File: src/rtl/mul_iterative.sv
// mul_iterative -- radix-2 shift-add multiplier for RV32M MUL/MULH/MULHSU/MULHU.
//
// The operands are converted to magnitudes, multiplied unsigned over XLEN CALC
// cycles, and the sign is applied in FIN. The result is selected combinationally
// in FIN so that it is valid in the same cycle as flagM. It is then held in
// res_q until the next FIN or reset.
//
// Ports:
//   clk       core clock; all state updates on the rising edge
//   rst       synchronous, active-high reset
//   start     request, sampled only in IDLE
//   alu_opE   decoded op (MUL=01011, MULH=01100, MULHSU=01101, MULHU=01110)
//   SrcAE     rs1 operand
//   SrcBE     rs2 operand
//   result_m  selected product half; valid with flagM and held afterwards
//   flagM     one-cycle done pulse
//   busy_m    stall request to the hazard unit
//
// Optional feature: define MUL_EARLY_TERM_EN to leave CALC as soon as no
// multiplier bits remain.
module mul_iterative #(
  parameter int XLEN  = 32,
  parameter int CNT_W = 6
) (
  input  logic            clk,
  input  logic            rst,
  input  logic            start,
  input  logic [4:0]      alu_opE,
  input  logic [XLEN-1:0] SrcAE,
  input  logic [XLEN-1:0] SrcBE,
  output logic [XLEN-1:0] result_m,
  output logic            flagM,
  output logic            busy_m
);

  localparam logic [4:0] OP_MUL    = 5'b01011;
  localparam logic [4:0] OP_MULH   = 5'b01100;
  localparam logic [4:0] OP_MULHSU = 5'b01101;
  localparam logic [4:0] OP_MULHU  = 5'b01110;

  typedef enum logic [1:0] {IDLE, CALC, FIN} state_t;

  state_t              state, state_nx;
  logic [4:0]          op;
  logic                neg;
  logic [2*XLEN-1:0]   mcand, acc, prod;
  logic [XLEN-1:0]     mplier, res_q, prod_sel, abs_a, abs_b;
  logic [CNT_W-1:0]    cnt;
  logic                op_ok, sign_a, sign_b, last_iter;

  assign op_ok  = (alu_opE == OP_MUL) || (alu_opE == OP_MULH) ||
                  (alu_opE == OP_MULHSU) || (alu_opE == OP_MULHU);
  assign sign_a = SrcAE[XLEN-1] && ((alu_opE == OP_MULH) || (alu_opE == OP_MULHSU));
  assign sign_b = SrcBE[XLEN-1] && (alu_opE == OP_MULH);
  // -0x80000000 wraps to 0x80000000, which is the correct unsigned magnitude.
  assign abs_a  = sign_a ? -SrcAE : SrcAE;
  assign abs_b  = sign_b ? -SrcBE : SrcBE;

`ifdef MUL_EARLY_TERM_EN
  // Finish once no multiplier bits remain after this cycle's shift. The bit
  // consumed this cycle is still added. A zero multiplier exits on the first
  // CALC cycle without adding, because its bit 0 is clear.
  assign last_iter = (cnt == CNT_W'(XLEN-1)) || (mplier[XLEN-1:1] == '0);
`else
  assign last_iter = (cnt == CNT_W'(XLEN-1));
`endif

  assign prod     = neg ? -acc : acc;
  assign prod_sel = (op == OP_MUL) ? prod[XLEN-1:0] : prod[2*XLEN-1:XLEN];
  assign result_m = (state == FIN) ? prod_sel : res_q;

  always_comb begin
    state_nx = state;
    busy_m   = 1'b0;
    flagM    = 1'b0;
    case (state)
      IDLE: if (start && op_ok) begin
        busy_m   = 1'b1;
        state_nx = CALC;
      end
      CALC: begin
        busy_m = 1'b1;
        if (last_iter) state_nx = FIN;
      end
      FIN: begin
        flagM    = 1'b1;
        state_nx = IDLE;
      end
      default: state_nx = IDLE;
    endcase
  end

  always_ff @(posedge clk) begin
    if (rst) begin
      state  <= IDLE;
      op     <= '0;
      neg    <= 1'b0;
      mcand  <= '0;
      mplier <= '0;
      acc    <= '0;
      cnt    <= '0;
      res_q  <= '0;
    end else begin
      state <= state_nx;
      case (state)
        IDLE: if (start && op_ok) begin
          op     <= alu_opE;
          neg    <= sign_a ^ sign_b;
          mcand  <= {{XLEN{1'b0}}, abs_a};
          mplier <= abs_b;
          acc    <= '0;
          cnt    <= '0;
        end
        CALC: begin
          if (mplier[0]) acc <= acc + mcand;
          mcand  <= mcand << 1;
          mplier <= mplier >> 1;
          cnt    <= cnt + 1'b1;
        end
        FIN: res_q <= prod_sel;
        default: ;
      endcase
    end
  end

endmodule

File: config.mk
export PLATFORM = sky130hd
export DESIGN_NAME = mul_iterative
export DESIGN_NICKNAME = d
export VERILOG_FILES = /design/src/rtl/mul_iterative.sv
export SDC_FILE = /design/constraint.sdc
export NUM_CORES = 1
export LEC_CHECK = 0
export BUFFER_PORTS_ARGS = -buffer_cell sky130_fd_sc_hd__buf_2
export CORE_MARGIN = 2
export CORE_UTILIZATION = 40
export CTS_BUF_LIST = sky130_fd_sc_hd__clkbuf_16
export DETAILED_ROUTE_END_ITERATION = 10
export PLACE_DENSITY = 0.67
export SYNTH_ARGS = -nofsm -noshare
export SYNTH_HDL_FRONTEND = slang
export SYNTH_SLANG_ARGS = --single-unit
File: constraint.sdc
create_clock -name clk -period 6.85 [get_ports clk]
set_input_delay 0 -clock clk [delete_from_list [all_inputs] [get_ports clk]]
set_output_delay 0 -clock clk [all_outputs]
set_load 0.1 [all_outputs]
==> qor_table.md <==
| Quantity | Reported |
|---|---|
| Main area contributors after synthesis | dfxtp_1 (29%), a21oi_1 (8.4%), nand2_1 (8.1%) |
| Buffer count from post-CTS setup fixing | 0 |
| Die area | 37,240 um2 |
| Setup Viol. Count Final | 0 |
| Input/output buffers | 105 |
| Std cell rows | 69 |
| Per-cell routed wire length | 18.31 um |
| Final critical path time including I/O delays and setup | 4.376 ns |
| Vertical die dimension | 193.0 um |
| H-tree depth reported by CTS | 1 |
| Number of vias per cell after detailed routing | 5.807 |
| Leak pwr | 6.890 nW |
| Arrival time at the worst endpoint | 4.38 ns |
| Critical path peak fanout | 5 |
| Gp weighted congestion | 0.9970 |
| Run status | finished clean |
| Number of warning messages in the yosys log | 0 |
| Largest net degree at the start of global routing | 101 |
| Transition time of the tightest slew-check pin | 1.105 ns |
| Proportion of register bits with asynchronous set or reset after synthesis | 0 |
| Maximum resistive drop on vdd | 0.1626 mV |
| Area growth from synthesis to layout | 19.78% |
| Maximum Capacitance Violations | 0 |
| Core area | 35,400 um2 |
| Post-synth EDFFs | 0 |
| Biggest area consumer among synthesized cells | dfxtp_1 |
| Final clock skew | 0.01518 ns |
| Via count of the first global-routing pass | 14,090 |
| Ports placed on the boundary | 106 |
| Startpoint type of the worst setup path | flip-flop |
| Worst setup path category | flip-flop to primary output |
| Share of post-route cells with drive strength above 1 | 0.09336 |
| Post-Route Setup TNS | 0 ns |
| Final Hold Fails | 0 |
| Number of vias after detailed routing | 14,930 |
| GRT Util Overall | 0.2492 |
| Latest clock arrival within the worst-skew pair | 0.54 ns |
| Cell Pwr Density | 163.2 nW/um2 |
| First-iteration detailed-routing DRC count | 1,181 |
| Reg2Reg Launch Point | acc[0] |
| Clock slew at reported path FFs | 0.06 ns |
| Number of sinks handled by clock tree synthesis | 206 |
| Global-route wire length before repair | 74.49 mm |
| Clock buffer count from CTS | 26 |
| Detailed Route WL | 47.07 mm |
| Highest Clock Rate | 228.5 MHz |
| RSZ-0062 raised after global routing | false |
| GRT Residual Overflow | 0 |
| Combined area of all synthesized cells | 14,280 um2 |
| Number of antenna violations at the first check in global routing | 0 |
| Clock root buffer master | clkbuf_16 |
| Launch point of the critical path | acc[1] |
| Syn nets | 2,087 |
| Die width | 193.0 um |
| First-pass iteration count of the detailed router | 7 |
| Antenna diode count | 0 |
| Half-perimeter wire length after detailed placement | 33.55 mm |
| Main flop type after synthesis | dfxtp_1 |
| Register area share after synthesis | 0.2887 |
| Number of antenna-violating nets in the routed design | 0 |
| Fraction of the cycle the final worst path needs | 0.6388 |
| Final layout net count | 2,231 |
| Synthesized instance count | 1,947 |
| Number of library cell types mapped by synthesis | 78 |
| Initial core utilization | 0.4036 |
| Tightest slew margin relative to the limit | 0.2631 |
| Synthesis-stage register bit count | 206 |
| Area share of the leading cell type in the synthesized netlist | 0.2887 |
| Mapped Avg Cell Area | 7.337 um2 |
| Min-delay src | SrcAE[4] |
| Max Buffers Root-to-Sink | 3 |
| Count of instances resized after the clock tree is built | 0 |
| Clock tree from TritonCTS | done |
| Required time of the critical path | 6.85 ns |
| Final total power | 2.792 mW |
| Number of buffers inserted by hold repair at cts | 123 |
| Hold Path Class | input pin to flip-flop |
| Kind of end point of the critical path | primary output |
| Total count of max-transition violations in the final report | 0 |
| Count of unresolved DRC violations after routing | 0 |
[through the flow]
| stage | utilization | hold WS (ns) | instances | worst slack (ns) | area (um2) |
|---|---|---|---|---|---|
| 6_report | 0.4834 | 0.05439 | 2571 | 2.474 | 17110 |
| 2_1_floorplan | - | 0.1360 | 1947 | 1.070 | 14290 |
| 4_1_cts | 0.4834 | 0.02225 | 2571 | 2.491 | 17110 |
| 3_5_place_dp | 0.4250 | 0.2832 | 2401 | 3.031 | 15040 |
| 3_3_place_gp | 0.4250 | 0.2800 | 2401 | 3.116 | 15040 |
| 5_1_grt | 0.4834 | 0.09052 | 2571 | 2.120 | 17110 |
[final cells by class]
cell class / count / area [um2]
Inverter: 35 / 131.4
Clock buffer: 27 / 675.6
Timing Repair Buffer: 242 / 1864
Clock inverter: 20 / 160.2
Multi-Input combinational cell: 1580 / 9577
Fill cell: 3479 / 18290
Tap cell: 461 / 576.8
Sequential cell: 206 / 4125
[report_power, final]
group	total (mW)	switching [mW]	leakage (nW)	internal [mW]
sequential	1.22	0.00872	1.66	1.21
combinational	0.225	0.130	4.82	0.0947
clock	1.35	0.560	0.404	0.789
[flip-flops by register name, summed over array words and instances, names as in the netlist]
name / count
op: 5
cnt: 6
acc: 64
state: 2
res_q: 32
mcand: 64
mplier: 32
neg: 1
[worst max-delay path, stage by stage (launching register included)]
cell     delay (ns)
dfxtp_1        0.35
inv_1          0.11
ha_1           0.21
or4b_4         0.52
nor3_1         0.38
nand2_1        0.09
nor3_1         0.53
nand2_1        0.23
o41ai_1        0.42
xor2_1         0.12
nand2_1        0.09
o21ai_0        0.10
o21ai_0        0.22
buf_2          0.46
[kinds of logic after synthesis]
group / synth area share
compound gates: 0.2755
xor+xnor: 0.09442
fa+ha+maj: 0.06009
buf+inv: 0.04318
flops: 0.2887
mux: 0.001576
simple gates: 0.2366
[path summary, 6_finish.rpt]
path	to	slack, ns	cells past startpoint
max	result_m[16]	2.47	13
min	mcand[6]	0.05	5
max reg2reg	acc[62]	3.01	14
min reg2reg	res_q[7]	0.46	2
[cell usage after synthesis, types with 3 or more instances]
cell type,count
a21oi_1,240
or3_1,15
o21a_1,7
and2_1,9
o31ai_1,23
o21bai_1,19
a22oi_1,84
nor2b_1,33
nor4_1,24
xor2_1,73
a311oi_1,3
o211ai_1,12
or4_1,11
clkbuf_1,111
o21ai_0,110
a211oi_1,6
buf_2,4
nor3_1,34
a22o_1,5
o21ai_1,10
a221oi_1,6
xnor2_1,81
a21o_1,34
buf_1,10
or3_4,4
nand3_1,62
and3_1,6
nand3b_1,3
inv_1,35
a31oi_1,21
o2111ai_1,5
nand4_1,23
nand2b_1,13
or2_2,6
o31a_1,3
ha_1,67
nor3b_1,4
o41ai_1,21
dfxtp_1,206
nand2_1,308
nor2_1,149
[routing by layer]
metal  GRT usage  wire (um)
met1      0.3282      21000
met2      0.4075      20820
met3     0.04290       3370
met4     0.09470       1880
met5           0          0
[layout by cell type (no fill, tap or decap), types with 24 or more instances in the layout]
master / n
a21o_1: 34
a21oi_1: 240
a22oi_1: 84
buf_2: 104
clkbuf_16: 27
dfxtp_1: 205
dlygate4sd3_1: 123
ha_1: 67
inv_1: 35
nand2_1: 307
nand3_1: 62
nor2_1: 147
nor2b_1: 32
nor3_1: 33
nor4_1: 24
o21ai_0: 110
xnor2_1: 81
xor2_1: 73
Note: power is estimated with default switching activity, not from simulation.
